==> src/rtl/sys_arr_sched_pkg.sv <==
// Shared types and default parameter values for the sysArr scheduler.
package sys_arr_sched_pkg;

    typedef enum logic [1:0] {
        IDLE  = 2'd0,
        ISSUE = 2'd1,
        BUSY  = 2'd2,
        RESP  = 2'd3
    } sched_state_t;

    localparam int unsigned N_REQ_DEF   = 4;
    localparam int unsigned TIMEOUT_DEF = 64;
    localparam int unsigned CYC_W_DEF   = 16;

endpackage

==> src/rtl/sys_arr_sched_if.sv <==
// Requester and sysArr handshake bundle shared by the scheduler and its environment.
interface sys_arr_sched_if
    import sys_arr_sched_pkg::*;
#(
    parameter int unsigned N_REQ = N_REQ_DEF,
    parameter int unsigned SEL_W = $clog2(N_REQ)
);

    logic [N_REQ-1:0] req;
    logic [N_REQ-1:0] gnt;
    logic [N_REQ-1:0] done;
    logic [SEL_W-1:0] sel;
    logic             sa_start;
    logic             sa_ack;
    logic             sa_rdy;
    logic             sa_valid;

    modport master (
        input  req, sa_rdy, sa_valid,
        output gnt, sel, done, sa_start, sa_ack
    );

    modport slave (
        output req, sa_rdy, sa_valid,
        input  gnt, sel, done, sa_start, sa_ack
    );

endinterface

==> src/rtl/sys_arr_sched_rr_pick.sv <==
// Combinational round-robin picker: first set request at or above rr_ptr, wrapping.
module rr_pick #(
    parameter int unsigned N_REQ = 4,
    parameter int unsigned SEL_W = $clog2(N_REQ)
) (
    input  logic [N_REQ-1:0] req,
    input  logic [SEL_W-1:0] rr_ptr,
    output logic             any,
    output logic [SEL_W-1:0] idx,
    output logic [N_REQ-1:0] onehot
);

    logic [2*N_REQ-1:0] dbl;
    logic [2*N_REQ-1:0] masked;
    logic [SEL_W:0]     pos;
    logic               found;

    // Duplicate the request vector, mask below rr_ptr, take the lowest surviving bit.
    always_comb begin
        dbl    = {req, req};
        masked = '0;
        for (int unsigned i = 0; i < 2 * N_REQ; i++) begin
            masked[i] = dbl[i] && (i >= 32'(rr_ptr));
        end
        found = 1'b0;
        pos   = '0;
        for (int unsigned i = 0; i < 2 * N_REQ; i++) begin
            if (masked[i] && !found) begin
                found = 1'b1;
                pos   = (SEL_W+1)'(i);
            end
        end
        if (pos >= (SEL_W+1)'(N_REQ)) begin
            idx = SEL_W'(pos - (SEL_W+1)'(N_REQ));
        end else begin
            idx = SEL_W'(pos);
        end
        any    = |req;
        onehot = any ? (N_REQ'(1) << idx) : '0;
    end

endmodule

==> src/rtl/sys_arr_sched.sv <==
// Round-robin scheduler sharing one sysArr among N_REQ requesters, with job
// latency capture and a sticky watchdog flag.
module sys_arr_sched
    import sys_arr_sched_pkg::*;
#(
    parameter int unsigned N_REQ   = N_REQ_DEF,
    parameter int unsigned SEL_W   = $clog2(N_REQ),
    parameter int unsigned TIMEOUT = TIMEOUT_DEF,
    parameter int unsigned CYC_W   = CYC_W_DEF
) (
    input  logic              clk,
    input  logic              rst,
    sys_arr_sched_if.master   bus,
    output logic              busy,
    output logic [CYC_W-1:0]  job_cycles,
    output logic              timeout_err
);

    sched_state_t     state;
    logic [SEL_W-1:0] rr_ptr;
    logic [SEL_W-1:0] sel_q;
    logic [SEL_W-1:0] next_ptr;
    logic [N_REQ-1:0] gnt_q;
    logic [N_REQ-1:0] done_q;
    logic             start_q;
    logic             ack_q;
    logic [CYC_W-1:0] cnt;
    logic [CYC_W-1:0] cnt_next;

    logic             pick_any;
    logic [SEL_W-1:0] pick_idx;
    logic [N_REQ-1:0] pick_onehot;

    rr_pick #(
        .N_REQ (N_REQ),
        .SEL_W (SEL_W)
    ) u_pick (
        .req    (bus.req),
        .rr_ptr (rr_ptr),
        .any    (pick_any),
        .idx    (pick_idx),
        .onehot (pick_onehot)
    );

    // Saturating cycle counter increment and round-robin pointer advance past the winner.
    always_comb begin
        cnt_next = (cnt == '1) ? cnt : cnt + 1'b1;
        next_ptr = (sel_q == SEL_W'(N_REQ - 1)) ? '0 : sel_q + 1'b1;
    end

    // Scheduler FSM; every handshake output is a register updated on state transitions.
    always_ff @(posedge clk) begin
        if (!rst) begin
            state       <= IDLE;
            rr_ptr      <= '0;
            sel_q       <= '0;
            gnt_q       <= '0;
            done_q      <= '0;
            start_q     <= 1'b0;
            ack_q       <= 1'b0;
            cnt         <= '0;
            job_cycles  <= '0;
            timeout_err <= 1'b0;
        end else begin
            done_q <= '0;
            case (state)
                IDLE: begin
                    if (pick_any && bus.sa_rdy) begin
                        sel_q   <= pick_idx;
                        gnt_q   <= pick_onehot;
                        start_q <= 1'b1;
                        state   <= ISSUE;
                    end
                end
                ISSUE: begin
                    start_q <= 1'b0;
                    cnt     <= CYC_W'(1);
                    state   <= BUSY;
                end
                BUSY: begin
                    cnt <= cnt_next;
                    if (32'(cnt_next) >= TIMEOUT) begin
                        timeout_err <= 1'b1;
                    end
                    // Done/latency/pointer are registered here so they appear on the first RESP cycle.
                    if (bus.sa_valid) begin
                        state      <= RESP;
                        ack_q      <= 1'b1;
                        done_q     <= gnt_q;
                        job_cycles <= cnt_next;
                        rr_ptr     <= next_ptr;
                    end
                end
                RESP: begin
                    if (!bus.sa_valid) begin
                        gnt_q <= '0;
                        ack_q <= 1'b0;
                        state <= IDLE;
                    end
                end
                default: state <= IDLE;
            endcase
        end
    end

    assign bus.gnt      = gnt_q;
    assign bus.sel      = sel_q;
    assign bus.done     = done_q;
    assign bus.sa_start = start_q;
    assign bus.sa_ack   = ack_q;
    assign busy         = (state != IDLE);

endmodule

==> src/flat_wrapper.sv <==
// flat-port wrapper written by rule: the top's interface ports become plain ports
module sys_arr_sched_flat import sys_arr_sched_pkg::*;
#(
    parameter int unsigned N_REQ   = N_REQ_DEF,
    parameter int unsigned SEL_W   = $clog2(N_REQ),
    parameter int unsigned TIMEOUT = TIMEOUT_DEF,
    parameter int unsigned CYC_W   = CYC_W_DEF
)
  (clk, rst, busy, job_cycles, timeout_err, bus_req, bus_sa_rdy, bus_sa_valid, bus_gnt, bus_sel, bus_done, bus_sa_start, bus_sa_ack);
  sys_arr_sched_if #(.N_REQ(N_REQ), .SEL_W(SEL_W)) bus_i ();
  input  logic clk;
  input  logic rst;
  output logic busy;
  output logic [CYC_W-1:0] job_cycles;
  output logic timeout_err;
  input wire logic [$bits(bus_i.req)-1:0] bus_req;
  input wire logic [$bits(bus_i.sa_rdy)-1:0] bus_sa_rdy;
  input wire logic [$bits(bus_i.sa_valid)-1:0] bus_sa_valid;
  output wire logic [$bits(bus_i.gnt)-1:0] bus_gnt;
  output wire logic [$bits(bus_i.sel)-1:0] bus_sel;
  output wire logic [$bits(bus_i.done)-1:0] bus_done;
  output wire logic [$bits(bus_i.sa_start)-1:0] bus_sa_start;
  output wire logic [$bits(bus_i.sa_ack)-1:0] bus_sa_ack;
  assign bus_i.req = bus_req;
  assign bus_i.sa_rdy = bus_sa_rdy;
  assign bus_i.sa_valid = bus_sa_valid;
  assign bus_gnt = bus_i.gnt;
  assign bus_sel = bus_i.sel;
  assign bus_done = bus_i.done;
  assign bus_sa_start = bus_i.sa_start;
  assign bus_sa_ack = bus_i.sa_ack;
  sys_arr_sched #(.N_REQ(N_REQ), .SEL_W(SEL_W), .TIMEOUT(TIMEOUT), .CYC_W(CYC_W)) u_core (.clk(clk), .rst(rst), .bus(bus_i), .busy(busy), .job_cycles(job_cycles), .timeout_err(timeout_err));
endmodule
==> config.mk <==
export PLATFORM = sky130hd
export DESIGN_NAME = sys_arr_sched_flat
export DESIGN_NICKNAME = d
export VERILOG_FILES = /design/src/rtl/sys_arr_sched_pkg.sv /design/src/rtl/sys_arr_sched_if.sv /design/src/rtl/sys_arr_sched_rr_pick.sv /design/src/rtl/sys_arr_sched.sv /design/src/flat_wrapper.sv
export SDC_FILE = /design/constraint.sdc
export NUM_CORES = 1
export LEC_CHECK = 0
export ABC_CLOCK_PERIOD_IN_PS = 2300
export CAP_MARGIN = 20
export CORE_MARGIN = 1
export CORE_UTILIZATION = 40
export DETAILED_ROUTE_END_ITERATION = 10
export HOLD_SLACK_MARGIN = 0.05
export MAX_ROUTING_LAYER = met4
export SETUP_SLACK_MARGIN = 0.1
export SLEW_MARGIN = 20
export SYNTH_ARGS = -nofsm -noshare
export SYNTH_HDL_FRONTEND = slang
export SYNTH_SLANG_ARGS = --single-unit
==> constraint.sdc <==
create_clock -name clk -period 2.3 [get_ports clk]
set_clock_uncertainty 0.15 [all_clocks]
set_input_delay 0.46 -clock clk [delete_from_list [all_inputs] [get_ports clk]]
set_output_delay 0.46 -clock clk [all_outputs]
set_load 0.02 [all_outputs]
==> results.yml, run 1 <==
routing:
  dr.first_iter.drc_count: 147
  drt_pass1_iterations: 4
  wl_per_cell_um: 14.9
  vias: 2387
  route.detailed.drc: 0
  viasPerCell: 5.43
  ant_nets: 0
  totalWireLength_um: 6550
power:
  vdd_drop_max_v: 0.000365
  p_leak_nw: 1.18
  p_per_area_nw_per_um2: 738
  finalPower_mw: 2.41
synthesis:
  synth_cells: 309
  synth_fp_nets: 324
  synth_cell_types: 54
  seq_area_frac_synth_pct: 39.2
  syn_area_um2: 2500
  ys_ff_latch: 49
  async_reset_ff_share_pct: 0
  avgSynthCellArea_um2: 8.10
  synth_edf_count: 0
  yosysWarnings: 0
  synth_flop_cell: "dfxtp_1"
sta:
  finalCritPeriodShare_pct: 91.2
  relSlewSlack_pct: 69.5
  fmax_mhz: 477
  period_minus_slack_ns: 2.10
  finalHoldViolations: 0
  setup_violations: 0
  timing.final.ws_setup_ns: 0.202
  max_slew.worst_pin.slew_ns: 0.454
  rsz0062_at_grt: "true"
  setup_tns_ns: 0
  maxSlewViolCount: 0
global_route:
  grt_antenna_before_repair: 0
  grt_usage_pct: 21.6
  grt-busiest-layer: "met2"
  gr-total-overflow: 0
  met2_usage_pct: 30.5
  grt_pass1_vias: 2059
  grt_pass1_wl_um: 10400
  grt_max_degree: 35
  use_met3_pct: 4.04
  met1_usage_pct: 30.4
cts:
  insertion_delay_ns: 0.30
  clkSinkCount: 49
  clockBufferDepth: 2
  cts_tree: "done"
  clk_pin_slew_ns: 0.09
  numCtsBuffers: 5
  clock-root-buffer: "clkbuf_8"
  h-tree-depth: 2
floorplan:
  fp.dieW_um: 81.1
  die_y_um: 81.1
  rows: 28
  dieArea_um2: 6580
  start_util_pct: 41.8
  core_area_um2: 5990
  pin_count: 38
status:
  status: "complete, no violations"
cells_and_area:
  diodes: 0
  postLayoutCellArea_um2: 3270
  nets: 379
  drive_gt1_share_pct: 15.1
  area_growth_pct: 30.5
  final_util_pct: 54.5
worst_setup_path:
  cp-start-kind: "flip-flop"
  worstSetupPathType: "flip-flop to flip-flop"
  end_kind: "flip-flop"
  r2r_cells: 5
  worstPathMaxFanout: 8
  critPathRequiredTime_ns: 2.34
  crit_arrival_ns: 2.14
placement:
  gp_congestion: 0.884
  dp_hpwl_um: 4590
  dpl_cell_area_um2: 3120
  io_buffers: 37
  dp_slack_ns: 0.0538
hold_path:
  hold_class: "flip-flop to flip-flop"
  hold_depth: 2
run:
  drv_cap: 0
-- Yosys cell counts (2+ instances only) --
library cell	count	share of area (%)
a311oi_1	2	0.70
and3_1	6	1.5
nor2_1	19	2.9
mux2i_1	3	1.2
ha_1	7	3.5
or4_1	2	0.60
dfxtp_1	49	39
xor2_1	5	1.7
a21o_1	3	0.90
nand3b_1	2	0.60
inv_1	13	2.0
nand2b_1	4	1.0
mux2_2	2	0.90
a21boi_0	2	0.60
clkbuf_1	12	1.8
a211oi_1	6	1.8
nor4_1	6	1.5
o21ai_1	6	1.2
nor3_1	7	1.4
a31oi_1	8	2.0
o21a_1	3	0.90
o21ai_0	19	3.8
nor2_2	2	0.50
nand4_1	7	1.7
or3_1	6	1.5
xnor2_1	3	1.1
nand2_1	32	4.8
o31ai_1	2	0.60
nand3_1	11	2.2
a21oi_1	31	6.2
buf_2	6	1.2
-- layout by cell type (no fill, tap or decap), types with 7 or more instances in the layout --
cell type,synthesis,layout
inv_1,13,13
nor2_1,19,18
nand2_1,32,32
dfxtp_1,49,49
clkdlybuf4s50_1,0,36
a31oi_1,8,8
nand3_1,11,11
nand4_1,7,7
nor3_1,7,7
ha_1,7,7
o21ai_0,19,19
buf_4,0,30
a21oi_1,31,31
-- path summary, 6_finish.rpt --
kind	to	slack, ns	start
max	u_core.timeout_err	0.20	u_core.cnt[8]
min	u_core.job_cycles[15]	0.31	u_core.job_cycles[15]
max reg2reg	u_core.timeout_err	0.20	u_core.cnt[8]
min reg2reg	u_core.job_cycles[15]	0.31	u_core.job_cycles[15]
-- registers in the layout (all words and copies together) (netlist names) --
register	count
u_core.cnt	16
u_core.job_cycles	16
u_core.bus.done	4
u_core.bus.gnt	4
u_core.bus.sel	2
u_core.rr_ptr	2
u_core.state	2
u_core.bus.sa_ack	1
u_core.bus.sa_start	1
u_core.timeout_err	1
-- through the flow --
stage,instances,hold WS (ns)
detailed placement,431,0.301
global placement,431,0.297
floorplan,309,0.321
finish,440,0.312
global route,440,0.337
CTS,439,0.318
-- repair_timing --
| action | in CTS | in global routing |
|---|---|---|
| setup endpoints to repair | 1 | 3 |
| resized for setup | 1 | 5 |
| pin swaps | 0 | 1 |
| hold buffers | 0 | 0 |
| buffers inserted | 0 | 1 |
-- routing by layer --
metal | share of wire (%) | vias up
met5 | 0 | -
met4 | 1.7 | 0
met3 | 3.7 | 8
met2 | 43 | 45
met1 | 52 | 1112
li1 | - | 1222
-- area by class of cell --
cell class | count | area, um2
clock buffer | 5 | 68.8
clock inverter | 3 | 46.3
fill | 561 | 2730
inverter | 14 | 52.6
multi-input combinational | 226 | 1410
sequential | 49 | 981
tap | 75 | 93.8
timing repair buffer | 68 | 616
-- critical path, stage by stage (launching register included) --
cell and delay, ns:
dfxtp_1 0.49, nand2_1 0.18, nor4_1 0.36, mux2_2 0.42, nor4bb_4 0.28, a31oi_1 0.11
-- power by group --
group          internal (mW)  total [mW]  switching (mW)
clock                  0.326       0.633           0.307
sequential             0.924       0.974          0.0505
combinational          0.311       0.804           0.493
total                   1.56        2.41           0.851
-- cell families after synthesis --
logic type / count (synthesis) / synth area share [%]
xor+xnor: 8 / 2.80
simple gates: 114 / 24.2
buf+inv: 34 / 5.70
compound gates: 92 / 22.5
mux: 5 / 2.10
fa+ha+maj: 7 / 3.50
flops: 49 / 39.2
Power figures use the tool's default switching activity.
==> inputs of run 2 (changes only) <==
--- a/config.mk
+++ b/config.mk
@@ -11,8 +11,8 @@
 export CORE_UTILIZATION = 40
 export DETAILED_ROUTE_END_ITERATION = 10
 export HOLD_SLACK_MARGIN = 0.05
-export MAX_ROUTING_LAYER = met4
 export SETUP_SLACK_MARGIN = 0.1
+export SKIP_CTS_REPAIR_TIMING = 1
 export SLEW_MARGIN = 20
 export SYNTH_ARGS = -nofsm -noshare
 export SYNTH_HDL_FRONTEND = slang
==> run 2 against run 1 <==
Compared with the run above:
- register-to-register slack about the same
- maximum frequency up 0.46%
- clock-buffer cell count unchanged
- die area unchanged
- largest cell class unchanged
- combinational power about the same
- global-route usage down 0.64 points
- cell count unchanged
- critical path type unchanged
==> results.yml, run 2 (synthesized netlist as in run 1, its figures left out) <==
sta:
  finalCritPeriodShare_pct: 90.8
  fmax_mhz: 479
  finalHoldViolations: 0
  setup_violations: 0
  rsz0062_at_grt: "false"
  max_slew.worst_pin.slew_ns: 0.393
  maxSlewViolCount: 0
  setup_tns_ns: 0
  period_minus_slack_ns: 2.09
  hold_ws_ns: 0.312
  relSlewSlack_pct: 73.6
routing:
  drt_pass1_iterations: 4
  wl_per_cell_um: 14.9
  vias: 2387
  ant_nets: 0
  dr.first_iter.drc_count: 148
  totalWireLength_um: 6550
  viasPerCell: 5.43
  route.detailed.drc: 0
floorplan:
  die_y_um: 81.1
  dieArea_um2: 6580
  pin_count: 38
  rows: 28
  start_util_pct: 41.8
  core_area_um2: 5990
  fp.dieW_um: 81.1
worst_setup_path:
  worstSetupPathType: "flip-flop to flip-flop"
  cpPeakStageDelay_ns: 0.48
  cp_cell_sequence: "nand2_1, nor4_1, mux2_2, nor4bb_4, a31oi_1"
  startpoint: "u_core.cnt[8]"
  crit_arrival_ns: 2.13
  critical_path.slowest_cell: "dfxtp_1"
  cp-start-kind: "flip-flop"
  end_kind: "flip-flop"
  worstPathMaxFanout: 8
  r2r-start: "u_core.cnt[8]"
  critPathRequiredTime_ns: 2.34
cells_and_area:
  area_growth_pct: 30.8
  seq_area_um2: 981
  drive_gt1_share_pct: 15.3
  final_cell_mix: "dfxtp_1 (49), clkdlybuf4s50_1 (36), nand2_1 (32)"
  multi_input_area_um2: 1410
  diodes: 0
  final_common_cell: "dfxtp_1"
  reg.largest.list: "u_core.cnt: 16 flops, u_core.job_cycles: 16 flops"
  nets: 379
  n_fill_cell: 561
placement:
  dp_hpwl_um: 4590
  gp_congestion: 0.870
  io_buffers: 37
hold_path:
  hold_start: "u_core.job_cycles[15]"
  hold_class: "flip-flop to flip-flop"
cts:
  insertion_delay_ns: 0.31
  h-tree-depth: 2
  cts_tree: "done"
  clk_pin_slew_ns: 0.09
  clkSinkCount: 49
  clockBufferDepth: 2
  numCtsBuffers: 5
  clock-root-buffer: "clkbuf_8"
status:
  status: "complete, no violations"
power:
  finalPower_mw: 2.41
  vdd_drop_max_v: 0.000366
  p_per_area_nw_per_um2: 737
  p_leak_nw: 1.19
global_route:
  grt_max_degree: 35
  grt_antenna_before_repair: 0
  grt_pass1_wl_um: 10300
  grt_pass1_vias: 2059
  grt_usage_pct: 21.0
  gr-total-overflow: 0
run:
  drv_cap: 0
[run 2: final timing paths]
path	end	slack (ns)	cells after the start
setup / recovery	u_core.timeout_err	0.21	5
hold / removal	u_core.job_cycles[15]	0.31	2
setup reg to reg	u_core.timeout_err	0.21	5
hold reg to reg	u_core.job_cycles[15]	0.31	2
[run 2: critical path, delay by kind of cell, from the launching register on]
family / cells / cell delay (ns)
multiplexers: 1 / 0.42
AND/OR/NAND/NOR: 3 / 0.81
AO/OA/AOI/OAI: 1 / 0.11
flip-flops: 1 / 0.48
[run 2: final cells by class]
type | instances | area share [%]
tap | 75 | 2.87
timing repair buffer | 68 | 18.9
multi-input combinational | 226 | 43.2
inverter | 14 | 1.61
clock buffer | 5 | 2.10
sequential | 49 | 30.0
clock inverter | 3 | 1.41
[run 2: layer usage]
metal  global-route usage [%]  share of wire [%]
met1                     30.4                 51
met2                     30.4                 43
met3                     4.04                4.5
met4                     7.86                1.7
met5                        0                  0
[run 2: report_power, final]
part           total [mW]  internal (mW)  leakage, nW  switching (mW)
clock               0.633          0.326       0.0543           0.307
combinational       0.806          0.314        0.739           0.492
sequential          0.974          0.924        0.397          0.0501
[run 2: through the flow]
step / setup slack (ns) / instance area, um2 / utilization, % / instances
finish: 0.211 / 3270 / 54.6 / 440
global route: 0.116 / 3270 / 54.6 / 440
CTS: -0.0977 / 3230 / 53.9 / 439
detailed placement: 0.0538 / 3120 / 52.0 / 431
global placement: 0.0674 / 3120 / 52.0 / 431
floorplan: 0.147 / 2500 / - / 309
